$ cat src/rtl/spi_regfile_periph.sv
// SPI mode-0 peripheral with a read/write register file exposed as a flat vector.
// Optional macro SPI_ERR_STATUS_EN adds a discarded-frame counter, readable at address NUM_REGS.
module spi_regfile_periph #(
    parameter int ADDR_W      = 7,
    parameter int DATA_W      = 8,
    parameter int NUM_REGS    = 5,
    parameter int SYNC_STAGES = 2
) (
    input  logic                         clk,
    input  logic                         reset,
    input  logic                         COPI,
    input  logic                         nCS,
    input  logic                         SCLK,
    output logic                         CIPO,
    output logic                         cipo_oe,
    output logic [NUM_REGS*DATA_W-1:0]   regs_flat,
    output logic                         wr_strobe,
    output logic [ADDR_W-1:0]            wr_addr
);
    localparam int FRAME_LEN = 1 + ADDR_W + DATA_W;
    localparam int CNT_W     = $clog2(FRAME_LEN + 1);
    localparam logic [ADDR_W:0] NUM_REGS_A = (ADDR_W+1)'(NUM_REGS);

    typedef enum logic [1:0] {S_IDLE, S_CMD, S_DATA, S_DONE} state_t;

    logic [SYNC_STAGES-1:0] copi_sync, ncs_sync, sclk_sync;
    logic                   copi_s, ncs_s, sclk_s, sclk_prev;
    logic                   sclk_rise, sclk_fall;

    // nCS synchroniser resets to the deselected level so nothing looks like a frame start.
    always_ff @(posedge clk or negedge reset) begin
        if (!reset) begin
            copi_sync <= '0;
            ncs_sync  <= '1;
            sclk_sync <= '0;
            sclk_prev <= 1'b0;
        end else begin
            copi_sync <= {copi_sync[SYNC_STAGES-2:0], COPI};
            ncs_sync  <= {ncs_sync[SYNC_STAGES-2:0], nCS};
            sclk_sync <= {sclk_sync[SYNC_STAGES-2:0], SCLK};
            sclk_prev <= sclk_s;
        end
    end

    assign copi_s    = copi_sync[SYNC_STAGES-1];
    assign ncs_s     = ncs_sync[SYNC_STAGES-1];
    assign sclk_s    = sclk_sync[SYNC_STAGES-1];
    assign sclk_rise = sclk_s & ~sclk_prev;
    assign sclk_fall = ~sclk_s & sclk_prev;

    state_t                 state, state_nxt;
    logic [CNT_W-1:0]       bit_cnt;
    logic [FRAME_LEN-2:0]   shift_sr;
    logic [FRAME_LEN-1:0]   frame_w;
    logic                   shift_en, addr_done, last_bit;
    logic [ADDR_W-1:0]      cmd_addr, f_addr;
    logic                   cmd_rw, f_rw, f_addr_ok;
    logic [DATA_W-1:0]      f_data, rd_val, tx_sr;
    logic [NUM_REGS-1:0][DATA_W-1:0] regs;
    logic                   is_read, cipo_q;

    always_ff @(posedge clk or negedge reset) begin
        if (!reset) state <= S_IDLE;
        else        state <= state_nxt;
    end

    always_comb begin
        state_nxt = state;
        if (ncs_s) begin
            state_nxt = S_IDLE;
        end else begin
            case (state)
                S_IDLE: state_nxt = S_CMD;
                S_CMD:  if (sclk_rise && bit_cnt == CNT_W'(ADDR_W)) state_nxt = S_DATA;
                S_DATA: if (sclk_rise && bit_cnt == CNT_W'(FRAME_LEN-1)) state_nxt = S_DONE;
                default: state_nxt = state;
            endcase
        end
    end

    // frame_w is the frame as it stands including the bit being sampled this cycle.
    assign shift_en  = sclk_rise && !ncs_s && (state == S_CMD || state == S_DATA);
    assign frame_w   = {shift_sr, copi_s};
    assign addr_done = shift_en && (state == S_CMD)  && (bit_cnt == CNT_W'(ADDR_W));
    assign last_bit  = shift_en && (state == S_DATA) && (bit_cnt == CNT_W'(FRAME_LEN-1));
    assign cmd_addr  = frame_w[ADDR_W-1:0];
    assign cmd_rw    = frame_w[ADDR_W];
    assign f_rw      = frame_w[FRAME_LEN-1];
    assign f_addr    = frame_w[FRAME_LEN-2 -: ADDR_W];
    assign f_data    = frame_w[DATA_W-1:0];
    assign f_addr_ok = {1'b0, f_addr} < NUM_REGS_A;

    always_ff @(posedge clk or negedge reset) begin
        if (!reset) begin
            shift_sr <= '0;
            bit_cnt  <= '0;
        end else if (ncs_s) begin
            shift_sr <= '0;
            bit_cnt  <= '0;
        end else if (shift_en) begin
            shift_sr <= frame_w[FRAME_LEN-2:0];
            if (bit_cnt != CNT_W'(FRAME_LEN)) bit_cnt <= bit_cnt + CNT_W'(1);
        end
    end

    always_ff @(posedge clk or negedge reset) begin
        if (!reset) begin
            regs      <= '0;
            wr_addr   <= '0;
            wr_strobe <= 1'b0;
        end else begin
            wr_strobe <= 1'b0;
            if (last_bit && f_rw && f_addr_ok) begin
                for (int k = 0; k < NUM_REGS; k++)
                    if (f_addr == ADDR_W'(k)) regs[k] <= f_data;
                wr_addr   <= f_addr;
                wr_strobe <= 1'b1;
            end
        end
    end

    assign regs_flat = regs;

`ifdef SPI_ERR_STATUS_EN
    logic [DATA_W-1:0] err_cnt;
    logic              short_frame, bad_wr, clr_wr;

    // A deselect with no bits clocked is treated as line noise, not a short frame.
    assign short_frame = ncs_s && (state == S_CMD || state == S_DATA) && (bit_cnt != '0);
    assign bad_wr      = last_bit && f_rw && ({1'b0, f_addr} > NUM_REGS_A);
    assign clr_wr      = last_bit && f_rw && (f_addr == ADDR_W'(NUM_REGS));

    always_ff @(posedge clk or negedge reset) begin
        if (!reset)
            err_cnt <= '0;
        else if (clr_wr)
            err_cnt <= '0;
        else if ((short_frame || bad_wr) && err_cnt != '1)
            err_cnt <= err_cnt + DATA_W'(1);
    end
`endif

    always_comb begin
        rd_val = '0;
        for (int k = 0; k < NUM_REGS; k++)
            if (cmd_addr == ADDR_W'(k)) rd_val = regs[k];
`ifdef SPI_ERR_STATUS_EN
        if (cmd_addr == ADDR_W'(NUM_REGS)) rd_val = err_cnt;
`endif
    end

    // Read data is snapshotted once the address completes; falling edges in DATA shift it out.
    always_ff @(posedge clk or negedge reset) begin
        if (!reset) begin
            is_read <= 1'b0;
            tx_sr   <= '0;
            cipo_q  <= 1'b0;
        end else if (ncs_s) begin
            is_read <= 1'b0;
            tx_sr   <= '0;
            cipo_q  <= 1'b0;
        end else if (addr_done) begin
            is_read <= ~cmd_rw;
            tx_sr   <= cmd_rw ? '0 : rd_val;
        end else if (sclk_fall && state == S_DATA && is_read) begin
            cipo_q <= tx_sr[DATA_W-1];
            tx_sr  <= {tx_sr[DATA_W-2:0], 1'b0};
        end
    end

    assign CIPO    = (state == S_DATA) & cipo_q;
    assign cipo_oe = ~ncs_s;

endmodule

$ cat config.mk
export PLATFORM = sky130hd
export DESIGN_NAME = spi_regfile_periph
export DESIGN_NICKNAME = d
export VERILOG_FILES = /design/src/rtl/spi_regfile_periph.sv
export SDC_FILE = /design/constraint.sdc
export NUM_CORES = 1
export LEC_CHECK = 0
export ABC_CLOCK_PERIOD_IN_PS = 2400
export CORE_MARGIN = 2
export CORE_UTILIZATION = 50
export CTS_BUF_LIST = sky130_fd_sc_hd__clkbuf_8
export DETAILED_ROUTE_END_ITERATION = 8
export PLACE_DENSITY = 0.82
export SLEW_MARGIN = 20
export SYNTH_ARGS = -nofsm -noshare
export SYNTH_HDL_FRONTEND = slang
export SYNTH_SLANG_ARGS = --single-unit
$ cat constraint.sdc
create_clock -name clk -period 2.4 [get_ports clk]
set_input_delay 0.24 -clock clk [delete_from_list [all_inputs] [get_ports clk]]
set_output_delay 0.24 -clock clk [all_outputs]
set_load 0.1 [all_outputs]
==> metrics.md, run 1 <==
| Metric | Value |
|---|---|
| Status | finished, final reports clean |
| Proportion of layout cells with a drive suffix above 1 | 38.8% |
| Core area | 8180 um^2 |
| Slew Limit Fails | 0 |
| Power share of the combinational group | 15.4% |
| Average size of a mapped cell | 11.6 um^2 |
| Post-synthesis xor/xnor area fraction | 0.209% |
| Worst path required time | 2.65 ns |
| Total track usage | 23.4% |
| Post-synth EDFFs | 0 |
| Setup TNS | 0 ns |
| Number of antenna diodes | 0 |
| Post-synth net total | 373 |
| CP max stage cell | or4_4 |
| P_leak | 0.00241 uW |
| Peak Freq | 0.424 GHz |
| Placed wire-length estimate | 6760 um |
| Vias | 3135 |
| Final WS setup | 0.0393 ns |
| Synth area leaders | dfrtp_1, mux2_2, a21oi_1 |
| Fin nets | 444 |
| P_int | 2090 uW |
| Starting Density | 51.2% |
| CTS tree | yes |
| YS warnings | 0 |
| HP Class | in -> reg |
| I/O pins | 55 |
| Final Skew | 0.0140 ns |
| Critical path class | reg -> reg |
| Total CTS buffers | 9 |
| Flops & latches, synth | 87 |
| Syn Inst Count | 362 |
| Area leader, netlist | dfrtp_1 |
| Clock transition at path regs | 0.10 ns |
| Clk network pwr share | 33.6% |
| Port Buffers | 54 |
| Pin count of the biggest net entering global routing | 56 |
| First-pass GRT wire length | 16400 um |
| Chip height | 95.5 um |
| Crit path launch type | register |
| Drt first pass iters | 4 |
| Main combinational cell family by area after synthesis | simple AND/OR/NAND/NOR gates |
| Synth Area in Simple Gates | 17.0% |
| Commonest cells in the netlist | dfrtp_1, mux2_2, nand2_1 |
| GRT overflow | 0 |
| DP Worst Slack | 0.0433 ns |
| Post-DR vias/cell | 5.77 |
| H-Tree Level Count | 3 |
| Maximum vdd drop | 328 uV |
| Max Root-Sink Buffers | 2 |
| Final core utilization | 62.2% |
| CP Capture Type | register |
| DIE WIDTH | 95.5 um |
| First DRT Iteration DRCs | 216 |
| Post-synthesis sequential area ratio | 52.1% |
| Clock latency on the worst-skew pair | 0.37 ns |
| Max_slew headroom | 55.6% |
| Max-cap violations | 0 |
| Adder-Cell Fraction of Synth Area | 1.79% |
| Area grow syn2layout | 21.5% |
| # setup viols final | 0 |
| Cell Chain, Critical Path | ha_4, and3_1, ha_2, and4bb_2, nand2_2, or4_4, mux2_4 |
| Synth cell types | 61 |
| P_sw | 924 uW |
| Mapped cell area | 4180 um^2 |
| Initial antenna violation count | 0 |
| # fillers | 670 |
| Post-route minimum period | 2.36 ns |
| Critical Path AT | 2.61 ns |
| Register share of total power | 51.0% |
| Post-synth ARST share | 100% |
| GPL Wtd Cong | 0.851 |
| Total clock sinks | 87 |
| PwrDens | 594 nW/um^2 |
| Final wirelength | 9820 um |
| CP max stage delay | 0.66 ns |
| Root Buffer | clkbuf_8 |
| Area share of the largest cell type after synthesis | 50.8% |
| Die ar. | 9120 um^2 |
| Final Hold Fails | 0 |
| Switching part of the total | 30.6% |
| Complex-gate fraction of the synthesized area | 11.3% |
| Residual DRC | 0 |
| Period Utilization, post-route | 98.4% |
| Post-synthesis mux area share | 14.4% |
| Worst-path maximum fanout | 8 |
| Vias in the first global route | 3299 |
| Most common cell in the netlist | dfrtp_1 |
| Routed len/inst | 18.1 um |
| Actual slew at the worst max-slew pin | 0.664 ns |
| DRT antenna net count | 0 |
| Most used DFF post-synth | dfrtp_1 |
| Rows | 33 |
what timing repair did:
| action | CTS | global route |
|---|---|---|
| hold buffers | 1 | 0 |
| gates resized for setup | 0 | 3 |
| hold endpoints to repair | 30 | 0 |
| endpoints found under the setup margin | 0 | 16 |
| buffers inserted | 0 | 4 |
power groups by stage:
stage	combinational (uW)	sequential (uW)	clock (uW)
final	466	1540	1010
after global routing	531	1540	1100
after CTS	446	1540	1030
after detailed placement	443	1570	0
after global placement	427	1560	0
after floorplan	289	1550	0
worst paths after layout:
kind	start	to	slack [ns]	cells past startpoint
min in group asynchronous	reset	wr_addr[5]$_DFFE_PN0P_	0.33	2
hold / removal	nCS	ncs_sync[0]$_DFF_PN1_	0.28	1
setup reg to reg	bit_cnt[1]$_DFFE_PN0P_	regs_flat[29]$_DFFE_PN0P_	0.04	7
hold reg to reg	sclk_sync[0]$_DFF_PN0_	sclk_sync[1]$_DFF_PN0_	0.36	0
max in group asynchronous	reset	shift_sr[6]$_DFFE_PN0P_	1.43	3
setup / recovery	bit_cnt[1]$_DFFE_PN0P_	regs_flat[29]$_DFFE_PN0P_	0.04	7
registers in the layout, indices dropped and copies added (netlist names), 2 cells and up:
register	count
regs_flat	40
shift_sr	15
tx_sr	8
wr_addr	7
bit_cnt	5
copi_sync	2
ncs_sync	2
sclk_sync	2
state	2
layout make-up:
type / count / area [um^2] / share of cell area (%)
clock buffers: 9 / 124 / 2.44
clock inverters: 7 / 73.8 / 1.45
inverters: 11 / 42.5 / 0.837
multi-input cells: 243 / 1890 / 37.1
flip-flops and latches: 87 / 2180 / 42.9
well taps: 105 / 131 / 2.58
repair buffers: 81 / 643 / 12.7
layout by cell type, fill, tap and decap left out, types with 3 or more instances in the layout:
cell type	instances
inv_8	3
nand2_1	38
nand2b_1	3
mux2_4	8
or4b_2	6
inv_1	10
nor2b_1	5
a211oi_1	7
o221a_2	5
nor3_1	8
dfrtp_1	85
a22o_1	7
ha_1	4
buf_4	75
mux2_2	41
o21ai_0	5
a21oi_1	35
clkdlybuf4s50_1	3
nor2_1	12
clkbuf_8	9
or3_1	9
layer usage:
| layer | GRT usage [%] | share of wire (%) | vias up |
|---|---|---|---|
| met2 | 35.7 | 49 | 105 |
| met5 | 0 | 0 | - |
| met4 | 10.1 | 1.9 | 0 |
| met1 | 33.1 | 44 | 1549 |
| li1 | - | - | 1464 |
| met3 | 3.79 | 5.6 | 17 |
cell families (layout without fill, tap and decap cells):
kind of cell / after synthesis / in the layout
buffers and inverters: 32 / 108
AND/OR/NAND/NOR: 113 / 113
XOR/XNOR: 1 / 1
adder cells (fa/ha/maj): 6 / 6
multiplexers: 51 / 51
AO/OA/AOI/OAI: 72 / 72
flip-flops: 87 / 87
metrics by stage:
| stage | power (uW) | hold slack [ns] | instance area (um^2) | std cells |
|---|---|---|---|---|
| after floorplan | 1840 | -0.0556 | 4190 | 362 |
| after global placement | 1990 | 0.205 | 4830 | 522 |
| after detailed placement | 2010 | 0.214 | 4830 | 522 |
| after CTS | 3010 | 0.277 | 5040 | 539 |
| after global routing | 3170 | 0.268 | 5080 | 543 |
| final | 3020 | 0.280 | 5080 | 543 |
critical path, delay by kind of cell, from the launching register on:
| family | cells | cell delay [ns] |
|---|---|---|
| fa+ha+maj | 2 | 0.34 |
| flops | 1 | 0.41 |
| mux | 1 | 0.33 |
| simple gates | 4 | 1.16 |
Power figures use the tool's default switching activity.
==> run 2, diff against run 1 <==
--- a/config.mk
+++ b/config.mk
@@ -10,8 +10,7 @@
 export CORE_UTILIZATION = 50
 export CTS_BUF_LIST = sky130_fd_sc_hd__clkbuf_8
 export DETAILED_ROUTE_END_ITERATION = 8
-export PLACE_DENSITY = 0.82
-export SLEW_MARGIN = 20
+export PLACE_DENSITY_LB_ADDON = 0.1
 export SYNTH_ARGS = -nofsm -noshare
 export SYNTH_HDL_FRONTEND = slang
 export SYNTH_SLANG_ARGS = --single-unit
==> run 2 against run 1 <==
  * Sequential share of layout area increased by 0.55 points
  * Design area shrank 1.3%
  * Clock skew is 0.0024 ns lower
  * Critical path type unchanged
==> metrics.md, run 2 (synthesized netlist as in run 1, its figures left out) <==
| Metric | Value |
|---|---|
| Final Hold Fails | 0 |
| RSZ-0062 raised after global routing | no |
| Max_slew headroom | 54.3% |
| Port Buffers | 54 |
| HP Class | in -> reg |
| Starting Density | 51.2% |
| Cell Chain, Critical Path | ha_1, and3_1, ha_1, and4bb_2, nand2_2, or4_4, mux2_4 |
| Setup TNS | 0 ns |
| CP Capture Type | register |
| Placed wire-length estimate | 6660 um |
| Worst path required time | 2.64 ns |
| Max FFs per register | 40 |
| Max Root-Sink Buffers | 2 |
| R2R setup slack | 0.09 ns |
| Die ar. | 9120 um^2 |
| Switching part of the total | 27.9% |
| Chip height | 95.5 um |
| Period Utilization, post-route | 96.1% |
| Total CTS buffers | 9 |
| Final Skew | 0.0115 ns |
| GRT overflow | 0 |
| First DRT Iteration DRCs | 179 |
| H-Tree Level Count | 3 |
| Drt first pass iters | 4 |
| Power share of the combinational group | 15.2% |
| Final core utilization | 61.4% |
| Placed inst area | 4820 um^2 |
| CTS tree | yes |
| P_leak | 0.00239 uW |
| Slew Limit Fails | 0 |
| Core area | 8180 um^2 |
| Critical path class | reg -> reg |
| Max-cap violations | 0 |
| Clock latency on the worst-skew pair | 0.35 ns |
| Initial antenna violation count | 0 |
| Proportion of layout cells with a drive suffix above 1 | 37.3% |
| Residual DRC | 0 |
| I/O pins | 55 |
| # fillers | 676 |
| Vias in the first global route | 2964 |
| Post-route minimum period | 2.31 ns |
| Total clock sinks | 87 |
| Area grow syn2layout | 19.9% |
| PwrDens | 594 nW/um^2 |
| Most frequent cells in the layout | dfrtp_1, buf_4, mux2_2, nand2_1, a21oi_1 |
| DIE WIDTH | 95.5 um |
| Clk network pwr share | 33.3% |
| Root Buffer | clkbuf_8 |
| Final wirelength | 9610 um |
| Peak Freq | 0.434 GHz |
| Register share of total power | 51.5% |
| Worst-path maximum fanout | 8 |
| CP max stage delay | 0.55 ns |
| Actual slew at the worst max-slew pin | 0.683 ns |
| Number of antenna diodes | 0 |
| # setup viols final | 0 |
| Routed len/inst | 17.8 um |
| Commonest non-fill, non-tap cell in the layout | dfrtp_1 |
| Power consumption | 2980 uW |
| P_int | 2150 uW |
| Vias | 3037 |
| Crit path launch type | register |
| Critical Path AT | 2.54 ns |
| Clock transition at path regs | 0.09 ns |
| Fin nets | 440 |
| GPL Wtd Cong | 0.855 |
| Postcts setup bufs | 0 |
| Total track usage | 22.8% |
| Pin count of the biggest net entering global routing | 43 |
| P_sw | 832 uW |
| Maximum vdd drop | 338 uV |
| Critical Path Most Common Cell | ha_1 |
| DRT antenna net count | 0 |
| Rows | 33 |
| First-pass GRT wire length | 15700 um |
| Final instance area | 5020 um^2 |
| CP max stage cell | or4_4 |
| PostCTS Resize Cnt | 0 |
| Post-DR vias/cell | 5.63 |
| Status | finished, final reports clean |
==> run 2: changes by cell type in the layout (fill, tap and decap cells not counted), sizes merged <==
cell,delta
buf,-4
clkinv,-2
clkinvlp,+2
bufinv,+1
inv,-1
==> run 2: metrics by stage <==
stage,worst slack (ns),std cells,hold slack (ns)
floorplan,0.176,362,-0.0556
finish,0.0935,539,0.287
CTS,0.0333,539,0.278
detailed placement,0.0586,522,0.271
global placement,0.0973,522,0.271
global route,0.00616,539,0.289
==> run 2: final timing paths <==
check,startpoint,endpoint,depth (start not counted)
worst max-delay path,bit_cnt[0]$_DFFE_PN0P_,regs_flat[26]$_DFFE_PN0P_,7
worst min-delay path,nCS,ncs_sync[0]$_DFF_PN1_,1
worst max register to register,bit_cnt[0]$_DFFE_PN0P_,regs_flat[26]$_DFFE_PN0P_,7
worst min register to register,sclk_sync[0]$_DFF_PN0_,sclk_sync[1]$_DFF_PN0_,0
max in group asynchronous,reset,regs_flat[39]$_DFFE_PN0P_,3
min in group asynchronous,reset,tx_sr[5]$_DFFE_PN0P_,2
==> run 2: timing repair <==
item | in CTS | in global routing
endpoints found under the setup margin | 0 | 8
hold endpoints to repair | 38 | 0
hold buffers | 1 | 0
==> run 2: worst max-delay path, delay by kind of cell (launching register included) <==
| kind | cells | cell delay, ns |
|---|---|---|
| and+or+nand+nor | 4 | 1.09 |
| DFF | 1 | 0.39 |
| adders and majority gates | 2 | 0.38 |
| muxes | 1 | 0.33 |
==> run 2: area by class of cell <==
type,instances,area (um^2),area share (%)
Timing Repair Buffer,77,601,12.0
Clock buffer,9,124,2.47
Sequential cell,87,2180,43.4
Multi-Input combinational cell,243,1870,37.3
Inverter,11,42.5,0.848
Clock inverter,7,67.6,1.35
Tap cell,105,131,2.62
==> run 2: power groups by stage <==
| stage | registers (uW) | logic (uW) | clock network [uW] |
|---|---|---|---|
| after CTS | 1530 | 451 | 1020 |
| after detailed placement | 1560 | 448 | 0 |
| after global routing | 1540 | 513 | 1080 |
| after global placement | 1560 | 438 | 0 |
| final | 1540 | 454 | 991 |
| after floorplan | 1550 | 289 | 0 |
==> run 2: layer usage <==
layer / track usage (%) / up-vias / share of wire (%)
met3: 2.92 / 16 / 3.4
met1: 35.3 / 1513 / 50
met4: 9.29 / 0 / 1.9
li1: - / 1445 / -
met2: 32.3 / 63 / 45
met5: 0 / - / 0
